===== src/rtl/uart_pkg.sv =====
// Shared UART definitions: autobaud FSM encoding and the 9600-baud
// divider defaults also used by the receiver.
package uart_pkg;

    // Autobaud calibration states
    typedef enum logic [2:0] {
        S_IDLE    = 3'd0,
        S_ARMED   = 3'd1,
        S_MEASURE = 3'd2,
        S_CONFIRM = 3'd3,
        S_LOCKED  = 3'd4
    } ab_state_t;

    // 9600 baud at the system clock: full-bit and half-bit compare values
    localparam int unsigned DEF_BAUD_DIV = 32'd1042;
    localparam int unsigned DEF_HALF_DIV = 32'd521;

endpackage


===== src/rtl/uart_sync_edge.sv =====
// Two-flop synchronizer for an asynchronous serial line, plus a delayed
// copy used to flag rising and falling edges of the synchronized level.
module uart_sync_edge (
    input  logic clk,
    input  logic rst_,
    input  logic din,
    output logic level,
    output logic rise,
    output logic fall
);

    logic meta_r;
    logic sync_r;
    logic prev_r;

    // Synchronizer chain and previous-value register; idle line is high
    always_ff @(posedge clk or negedge rst_) begin
        if (!rst_) begin
            meta_r <= 1'b1;
            sync_r <= 1'b1;
            prev_r <= 1'b1;
        end else begin
            meta_r <= din;
            sync_r <= meta_r;
            prev_r <= sync_r;
        end
    end

    assign level = sync_r;
    assign rise  = sync_r & ~prev_r;
    assign fall  = ~sync_r & prev_r;

endmodule


===== src/rtl/uart_autobaud_ctrl.sv =====
// Autobaud controller: times the eight bit intervals of a 0x55 sync
// character, confirms the stop-bit edge, and publishes rounded full-bit
// and half-bit divider values for the UART receiver.
module uart_autobaud_ctrl
    import uart_pkg::*;
#(
    parameter int unsigned CNT_W        = 16,
    parameter int unsigned MIN_BIT      = 16,
    parameter int unsigned MAX_BIT      = 65535,
    parameter int unsigned IDLE_MIN     = 4096,
    parameter int unsigned DEF_BAUD_DIV = uart_pkg::DEF_BAUD_DIV,
    parameter int unsigned DEF_HALF_DIV = uart_pkg::DEF_HALF_DIV
) (
    input  logic             clk,
    input  logic             rst_,
    input  logic             Din,
    input  logic             start,
    output logic [CNT_W-1:0] baud_div,
    output logic [CNT_W-1:0] half_div,
    output logic             locked,
    output logic             err
);

    localparam int unsigned SUM_W = CNT_W + 3;

    localparam logic [CNT_W-1:0] CNT_ONE   = {{(CNT_W-1){1'b0}}, 1'b1};
    localparam logic [CNT_W-1:0] IDLE_LAST = CNT_W'(IDLE_MIN - 32'd1);
    localparam logic [CNT_W-1:0] MIN_IVL   = CNT_W'(MIN_BIT);
    localparam logic [CNT_W-1:0] MAX_LAST  = CNT_W'(MAX_BIT - 32'd1);
    localparam logic [SUM_W-1:0] SUM_RND   = {{(SUM_W-3){1'b0}}, 3'b100};

    // Round-half-up average of eight intervals: (sum + 4) / 8
    function automatic logic [CNT_W-1:0] round_period(input logic [SUM_W-1:0] sum);
        logic [SUM_W-1:0] biased;
        biased = sum + SUM_RND;
        return biased[SUM_W-1:3];
    endfunction

    logic             level_s;
    logic             rise_s;
    logic             fall_s;
    logic             edge_s;
    logic [CNT_W-1:0] ivl_s;
    logic [CNT_W-1:0] div_s;

    ab_state_t        state_r,    nxt_state_s;
    logic [CNT_W-1:0] cnt_r,      nxt_cnt_s;
    logic [3:0]       edge_cnt_r, nxt_edge_cnt_s;
    logic [SUM_W-1:0] sum_r,      nxt_sum_s;
    logic [CNT_W-1:0] baud_div_r, nxt_baud_div_s;
    logic [CNT_W-1:0] half_div_r, nxt_half_div_s;
    logic             locked_r,   nxt_locked_s;
    logic             err_r,      nxt_err_s;

    uart_sync_edge u_sync (
        .clk   (clk),
        .rst_  (rst_),
        .din   (Din),
        .level (level_s),
        .rise  (rise_s),
        .fall  (fall_s)
    );

    assign edge_s = rise_s | fall_s;
    assign ivl_s  = cnt_r + CNT_ONE;
    assign div_s  = round_period(sum_r) - CNT_ONE;

    // Calibration sequencing, interval accumulation and result publication
    always_comb begin
        nxt_state_s    = state_r;
        nxt_cnt_s      = cnt_r;
        nxt_edge_cnt_s = edge_cnt_r;
        nxt_sum_s      = sum_r;
        nxt_baud_div_s = baud_div_r;
        nxt_half_div_s = half_div_r;
        nxt_locked_s   = locked_r;
        nxt_err_s      = 1'b0;

        if (start) begin
            // Start outranks any edge or timeout: drop lock, recount idle
            nxt_state_s  = S_IDLE;
            nxt_cnt_s    = '0;
            nxt_locked_s = 1'b0;
        end else begin
            case (state_r)
                S_IDLE: begin
                    if (!level_s) begin
                        nxt_cnt_s = '0;
                    end else if (cnt_r == IDLE_LAST) begin
                        nxt_state_s = S_ARMED;
                        nxt_cnt_s   = '0;
                    end else begin
                        nxt_cnt_s = cnt_r + CNT_ONE;
                    end
                end
                S_ARMED: begin
                    if (fall_s) begin
                        nxt_state_s    = S_MEASURE;
                        nxt_cnt_s      = '0;
                        nxt_edge_cnt_s = 4'd0;
                        nxt_sum_s      = '0;
                    end else begin
                        nxt_state_s = S_ARMED;
                    end
                end
                S_MEASURE: begin
                    if (edge_s) begin
                        if (ivl_s < MIN_IVL) begin
                            nxt_err_s   = 1'b1;
                            nxt_state_s = S_IDLE;
                            nxt_cnt_s   = '0;
                        end else begin
                            nxt_sum_s      = sum_r + {3'b000, ivl_s};
                            nxt_edge_cnt_s = edge_cnt_r + 4'd1;
                            nxt_cnt_s      = '0;
                            // Eighth edge is the fall opening bit7
                            if (edge_cnt_r == 4'd7) begin
                                nxt_state_s = S_CONFIRM;
                            end else begin
                                nxt_state_s = S_MEASURE;
                            end
                        end
                    end else if (cnt_r >= MAX_LAST) begin
                        nxt_err_s   = 1'b1;
                        nxt_state_s = S_IDLE;
                        nxt_cnt_s   = '0;
                    end else begin
                        nxt_cnt_s = cnt_r + CNT_ONE;
                    end
                end
                S_CONFIRM: begin
                    if (edge_s) begin
                        if (ivl_s < MIN_IVL) begin
                            nxt_err_s   = 1'b1;
                            nxt_state_s = S_IDLE;
                            nxt_cnt_s   = '0;
                        end else begin
                            nxt_baud_div_s = div_s;
                            nxt_half_div_s = {1'b0, div_s[CNT_W-1:1]};
                            nxt_locked_s   = 1'b1;
                            nxt_state_s    = S_LOCKED;
                            nxt_cnt_s      = '0;
                        end
                    end else if (cnt_r >= MAX_LAST) begin
                        nxt_err_s   = 1'b1;
                        nxt_state_s = S_IDLE;
                        nxt_cnt_s   = '0;
                    end else begin
                        nxt_cnt_s = cnt_r + CNT_ONE;
                    end
                end
                S_LOCKED: begin
                    nxt_state_s = S_LOCKED;
                end
                default: begin
                    nxt_state_s = S_IDLE;
                    nxt_cnt_s   = '0;
                end
            endcase
        end
    end

    // State, counters and registered outputs
    always_ff @(posedge clk or negedge rst_) begin
        if (!rst_) begin
            state_r    <= S_IDLE;
            cnt_r      <= '0;
            edge_cnt_r <= 4'd0;
            sum_r      <= '0;
            baud_div_r <= CNT_W'(DEF_BAUD_DIV);
            half_div_r <= CNT_W'(DEF_HALF_DIV);
            locked_r   <= 1'b0;
            err_r      <= 1'b0;
        end else begin
            state_r    <= nxt_state_s;
            cnt_r      <= nxt_cnt_s;
            edge_cnt_r <= nxt_edge_cnt_s;
            sum_r      <= nxt_sum_s;
            baud_div_r <= nxt_baud_div_s;
            half_div_r <= nxt_half_div_s;
            locked_r   <= nxt_locked_s;
            err_r      <= nxt_err_s;
        end
    end

    assign baud_div = baud_div_r;
    assign half_div = half_div_r;
    assign locked   = locked_r;
    assign err      = err_r;

endmodule


===== config.mk =====
export PLATFORM = sky130hd
export DESIGN_NAME = uart_autobaud_ctrl
export DESIGN_NICKNAME = d
export VERILOG_FILES = /design/src/rtl/uart_pkg.sv /design/src/rtl/uart_sync_edge.sv /design/src/rtl/uart_autobaud_ctrl.sv
export SDC_FILE = /design/constraint.sdc
export NUM_CORES = 1
export LEC_CHECK = 0
export ABC_AREA = 1
export BUFFER_PORTS_ARGS = -buffer_cell sky130_fd_sc_hd__clkbuf_2
export CAP_MARGIN = 30
export CORE_MARGIN = 3
export CORE_UTILIZATION = 60
export CTS_CLUSTER_DIAMETER = 50
export DETAILED_ROUTE_END_ITERATION = 6
export PLACE_DENSITY = 0.8
export SYNTH_ARGS = -nofsm -noshare
export SYNTH_HDL_FRONTEND = slang
export SYNTH_SLANG_ARGS = --single-unit

===== constraint.sdc =====
create_clock -name clk -period 3.1 [get_ports clk]
set_input_delay 0.31 -clock clk [delete_from_list [all_inputs] [get_ports clk]]
set_output_delay 0.31 -clock clk [all_outputs]
set_load 0.005 [all_outputs]

== Word-level counts from Yosys, hierarchy flattened ==
Index checks and enable logic that the tools add are counted.

* $lt $le $gt $ge: 2
* Bitwise logic cells: 7
* Add/sub/neg operators: 5
* Eq/ne operators: 14
* Mux-type cells: 35
* Reduce and logical (&&, ||, !) cells: 10

{| class="wikitable"
|+ Operator list
! operator !! count
|-
| $mux 16 || 6
|-
| $pmux 16 s4 || 1
|-
| $mux 19 || 3
|-
| $pmux 19 s2 || 1
|-
| $mux 3 || 7
|-
| $add 19x16->19 || 1
|-
| $add 19x3->19 const B || 1
|-
| $add 16x1->16 const B || 1
|-
| $eq 16x12->1 const B || 1
|-
| $ge 16x16->1 const B || 1
|-
| $lt 16x5->1 const B || 1
|-
| $sub 16x1->16 const B || 1
|-
| $pmux 3 s5 || 1
|-
| $mux 4 || 3
|-
| $mux 1 || 10
|-
| $ne 2x2->1 const B || 5
|-
| $pmux 4 s2 || 1
|-
| $eq 3x2->1 const B || 2
|-
| $ne 3x3->1 const B || 2
|-
| $reduce_bool 2->1 || 3
|-
| $reduce_and 5->1 || 1
|-
| $add 4x1->4 const B || 1
|-
| $eq 4x3->1 const B || 1
|-
| $mux 2 || 2
|-
| 11 further kinds || 16
|}

* Output and inout bits: 34
* Word-level logic and storage cells: 84
* Bits of input ports: 4
* Register bits: 78

== Longest topological paths before layout ==
* Depth in word-level cells: 6
* Gate-level depth with buffers: 20
* Depth with buffers taken out: 20

== By module ==
A second synthesis with hierarchy kept.

* Cell total of the unflattened synthesis: 738
* Area, all modules: 4937.2 µm²

{| class="wikitable"
|+ By module, submodules not included
! module !! area an instance (µm²) !! sequential area each (µm²) !! times used !! cells an instance
|-
| uart_autobaud_ctrl || 4843.4 || 1505.2 || 1 || 731
|-
| uart_sync_edge || 93.8 || 78.8 || 1 || 7
|}

== Worst setup path before layout ==
Ideal clock, no wire load.

* Path kind: register -> register
* Start point: register cnt_r[1]
* End point: register sum_r[18]
* Path buffers: 0
* Arrival: 2215 ps
* Slack: 768 ps
* Stages on the path, launching flop included: 21
* Clock period less this slack: 2332 ps
* Data required time: 2983 ps
* Setup time: 117 ps
* Cells stage by stage: dfrtp_1 -> ha_1 -> nand3_2 -> inv_1 -> nand3_1 -> clkinv_1 -> nand2_1 -> nand2_1 -> inv_1 -> ha_1 -> nand2_1 -> inv_1 -> nand2_1 -> nor3_1 -> nand3_1 -> nand3_1 -> nand2_1 -> nand2_1 -> nor2_1 -> nand2_1 -> nand2_1

* Cells in the longest elaborated chain, start to end: 5
* Elaborated cells on any way between the ends: 8
* Classes of those cells: add/sub (2); order compare (1); eq/ne (1); mux (3); reduce/logical (1)

{| class="wikitable"
|+ Ends and longest elaborated chain
! item !! line !! RTL
|-
| from (decl) || uart_autobaud_ctrl.sv:47 || <nowiki>logic [CNT_W-1:0] cnt_r, nxt_cnt_s;</nowiki>
|-
| from (signal assigned) || uart_autobaud_ctrl.sv:176 || <nowiki>cnt_r <= nxt_cnt_s;</nowiki>
|-
| $add 16x1->16 (*) || uart_autobaud_ctrl.sv:65 || <nowiki>assign ivl_s = cnt_r + CNT_ONE;</nowiki>
|-
| $add 19x16->19 || uart_autobaud_ctrl.sv:113 || <nowiki>nxt_sum_s = sum_r + {3'b000, ivl_s};</nowiki>
|-
| $mux 19 || uart_autobaud_ctrl.sv:108 || <nowiki>if (ivl_s < MIN_IVL) begin</nowiki>
|-
| $mux 19 || uart_autobaud_ctrl.sv:107 || <nowiki>if (edge_s) begin</nowiki>
|-
| $pmux 19 s2 || uart_autobaud_ctrl.sv:85 || <nowiki>case (state_r)</nowiki>
|-
| to (signal assigned) || uart_autobaud_ctrl.sv:178 || <nowiki>sum_r <= nxt_sum_s;</nowiki>
|-
| to (decl) || uart_autobaud_ctrl.sv:49 || <nowiki>logic [SUM_W-1:0] sum_r, nxt_sum_s;</nowiki>
|}

Mark *: on every way between the ends. The rest lies on a longest branch, timed or not. The select of a mux whose other input is x is not followed.
A chain may end at the register's enable or synchronous reset.

== Worst setup path after layout ==
Same ends and word-level chain as after synthesis.

==> flow_summary.json <==
{
  "yosys_most_used_dff": "sky130_fd_sc_hd__dfrtp_1",
  "seq_area_frac_synth_pct": 31.12,
  "layout.area.seq_mm2": 0.001585,
  "total_switching_power_w": 0.0004203,
  "vias_in_the_first_global_route": 4828,
  "cts_sinks": 63,
  "hpwl_um": 10190,
  "drive_gt1_share_pct": 11.04,
  "clkTransAtPathRegs_ps": 90,
  "placed_cell_area_mm2": 0.005224,
  "crit_required_ps": 3390,
  "power.leakage_nw": 3.007,
  "synth_top_cells_by_count": "sky130_fd_sc_hd__nand2_1, sky130_fd_sc_hd__inv_1, sky130_fd_sc_hd__nand3_1",
  "total_of_fill_cells_in_the_finished_design": 706,
  "run_status": "completed",
  "top_signal_layer_used": "met4",
  "port_buffers": 36,
  "post-route-cell-area_mm2": 0.005421,
  "max_cap_violations": 0,
  "wl_met1_um": 5594,
  "holdCritPathClass": "input port to flop",
  "global_route.overflow_total": 0,
  "critical_path.max_fanout": 6,
  "clk_path_buf_depth": 2,
  "final_antenna_net_count": 0,
  "timing.slew.headroom_pct": 44.43,
  "max_slew.worst_pin.slew_ps": 833.5,
  "post_synth.cell_area_avg_um2": 6.671,
  "worst-setup-path-type": "flop to flop",
  "timing.final.crit_share_pct": 91.21,
  "drt_wl_total_um": 13450,
  "fin_skew_ps": 16.01,
  "cts_setup_buffers": 0,
  "design.final.nets": 810,
  "core_mm2": 0.007968,
  "startpoint": "cnt_r[1]$_DFFE_PN0P_",
  "syn_area_mm2": 0.005090,
  "ys_types": 40,
  "power_per_cell_area_mw_per_mm2": 300.4,
  "grt_first_pass_wirelength_um": 22440,
  "timing.critical_path.buf_inv": 3,
  "count_of_flip_flops_with_a_built_in_enable_after_synthesis": 0,
  "p_comb_share_pct": 2.8,
  "antenna_found_initial": 0,
  "met3_length_um": 1130,
  "routed-wl-met2_um": 6349,
  "clock_power_share_pct": 46.2,
  "power_report.internal_total_w": 0.001208,
  "grt_use_total_pct": 28.49,
  "worst_setup_path_start_kind": "flop",
  "drcViolationCount": 0,
  "maximum_number_of_pins_on_one_net_before_global_route_repair": 64,
  "synth-seq-cells": 63,
  "die_width_um": 98.11,
  "multi_input_comb_area_mm2": 0.002987,
  "die_h_um": 98.11,
  "cts_tree": "done",
  "ys_async_sr_fraction_pct": 100.0,
  "routed_via_density": 5.781,
  "worstSkewPairLatency_ps": 360,
  "postSynthCellCount": 763,
  "die_area_mm2": 0.009625,
  "worst_setup_path_end_kind": "flop",
  "critPathTopFamily": "simple AND/OR/NAND/NOR gates",
  "crit_top_cell": "sky130_fd_sc_hd__nand2_1",
  "slew_viol_final": 0,
  "finalWeightedCongestion": 0.9379,
  "max_stage_delay_ps": 460,
  "p_sw_share_pct": 25.81,
  "ioPinCount": 38,
  "rsz0062_at_grt": "no",
  "synth_top_area_share_pct": 28.02,
  "worst_hold_slack_ps": 45.94,
  "crit_path_cell_trace": "ha_1 > nand3_2 > inv_1 > nand2_1 > xor2_1 > inv_1 > ha_1 > nand2_1 > inv_1 > a21boi_0 > nand2_1 > nand2_1 > nand3_1 > nand2_1 > nand2_1 > nor2_1 > nand2_1 > nand2_1",
  "dr.first_iter.drc_count": 404,
  "cts_made_buffers": 9,
  "synth_most_common_cell": "sky130_fd_sc_hd__nand2_1",
  "power.share.sequential_pct": 50.9,
  "layout_min_cycle_time_ps": 2827,
  "cts_max_level": 3,
  "setup_viol": 0,
  "post_drt_wl_per_cell_um": 15.11,
  "setup_tns_ps": 0,
  "hold_viol_final": 0,
  "achievable-frequency_mhz": 353.7,
  "hp-start": "Din",
  "initial_utilization_pct": 63.88,
  "std_cell_rows": 32,
  "postLayoutCoreUtil_pct": 68.04,
  "worstPathArrival_ps": 3120,
  "yosys_warnings": 0,
  "vias": 5145,
  "antennaDiodeCount": 0,
  "post_synth_main_area_contributors": "sky130_fd_sc_hd__dfrtp_1, sky130_fd_sc_hd__nand2_1, sky130_fd_sc_hd__nand3_1",
  "cts-root-buf": "sky130_fd_sc_hd__clkbuf_8",
  "r2r_start": "cnt_r[1]$_DFFE_PN0P_",
  "dr.pass1.iters": 7,
  "netlist.top_cell.by_area": "sky130_fd_sc_hd__dfrtp_1",
  "worst_ir_drop_vdd_mv": 0.1874,
  "library_cell_contributing_the_largest_single_delay_on_the_critical_path": "sky130_fd_sc_hd__dfrtp_2",
  "synth_nets": 790,
  "relative_area_change_from_synthesis_to_final_layout_pct": 6.514
}
## logic make-up after synthesis
| logic type | after synthesis | share of synthesized area, % |
|---|---|---|
| XOR/XNOR | 33 | 5.679 |
| adder cells (fa/ha/maj) | 23 | 5.801 |
| buffers and inverters | 114 | 10.20 |
| flip-flops | 63 | 31.12 |
| other | 1 | 0.07368 |
| AND/OR/NAND/NOR | 466 | 40.29 |
| AO/OA/AOI/OAI | 63 | 6.834 |
## area by class of cell
class,count,area share (%)
multi-input cells,586,55.09
inverters,82,5.677
clock inverters,7,1.339
repair buffers,41,4.016
flip-flops and latches,63,29.24
well taps,102,2.354
clock buffers,9,2.285
## power by group through the flow
stage	combinational [W]	clock, W	sequential, W
after floorplan	0.0000201	0	0.000844
after global placement	0.0000447	0	0.000844
after global routing	0.0000527	0.000798	0.000830
after CTS	0.0000470	0.000752	0.000829
after detailed placement	0.0000464	0	0.000845
final	0.0000463	0.000753	0.000829
## path summary, 6_finish.rpt
path | endpoint | slack (ps) | cells after the start
max | sum_r[18]$_DFFE_PN0P_ | 270 | 18
min | u_sync.meta_r$_DFF_PN1_ | 50 | 1
max reg2reg | sum_r[18]$_DFFE_PN0P_ | 270 | 18
min reg2reg | u_sync.level$_DFF_PN1_ | 360 | 0
max in group asynchronous | cnt_r[1]$_DFFE_PN0P_ | 2380 | 2
min in group asynchronous | baud_div[11]$_DFFE_PN0P_ | 120 | 2
## per-stage QoR
stage / total power [W] / setup slack [ps] / cells
6_report: 0.001629 / 272.6 / 890
5_1_grt: 0.001681 / 71.86 / 890
4_1_cts: 0.001628 / 324.0 / 890
3_5_place_dp: 0.0008913 / 366.4 / 874
3_3_place_gp: 0.0008892 / 464.2 / 874
2_1_floorplan: 0.0008643 / 767.7 / 763
## timing repair
action,CTS,global route
hold buffers,0,0
resized for setup,0,1
endpoints found under the setup margin,0,1
## metal layers
layer / global-route usage, % / up-vias
met1: 36.25 / 2381
met5: 0 / -
met3: 5.857 / 38
met2: 47.54 / 233
li1: - / 2493
met4: 11.08 / 0
## layout by cell type, fill, tap and decap left out, types with 5 or more instances in the layout
cell	instances
sky130_fd_sc_hd__dfstp_2	6
sky130_fd_sc_hd__ha_1	22
sky130_fd_sc_hd__clkbuf_8	9
sky130_fd_sc_hd__nand4_1	33
sky130_fd_sc_hd__o21ai_0	27
sky130_fd_sc_hd__nor2_2	5
sky130_fd_sc_hd__a21oi_1	21
sky130_fd_sc_hd__xnor2_1	13
sky130_fd_sc_hd__nor3_1	7
sky130_fd_sc_hd__inv_1	80
sky130_fd_sc_hd__dfrtp_1	56
sky130_fd_sc_hd__buf_4	5
sky130_fd_sc_hd__nand3_1	80
sky130_fd_sc_hd__nand2_1	252
sky130_fd_sc_hd__xor2_1	20
sky130_fd_sc_hd__clkbuf_2	36
sky130_fd_sc_hd__nor2_1	71
## sequential cells by signal, indices dropped and copies added (netlist names)
name / cells
baud_div: 16
sum_r: 19
err: 1
locked: 1
cnt_r: 16
u_sync.prev_r: 1
u_sync.level: 1
state_r: 3
edge_cnt_r: 4
u_sync.meta_r: 1
## worst register-to-register path, cell delays in order, from the launching register on
cell	delay (ps)
sky130_fd_sc_hd__dfrtp_2	460
sky130_fd_sc_hd__ha_1	240
sky130_fd_sc_hd__nand3_2	110
sky130_fd_sc_hd__inv_1	60
sky130_fd_sc_hd__nand2_1	110
sky130_fd_sc_hd__xor2_1	200
sky130_fd_sc_hd__inv_1	130
sky130_fd_sc_hd__ha_1	330
sky130_fd_sc_hd__nand2_1	140
sky130_fd_sc_hd__inv_1	60
sky130_fd_sc_hd__a21boi_0	280
sky130_fd_sc_hd__nand2_1	130
sky130_fd_sc_hd__nand2_1	100
sky130_fd_sc_hd__nand3_1	90
sky130_fd_sc_hd__nand2_1	70
sky130_fd_sc_hd__nand2_1	50
sky130_fd_sc_hd__nor2_1	80
sky130_fd_sc_hd__nand2_1	60
sky130_fd_sc_hd__nand2_1	60
Power figures use the tool's default switching activity.
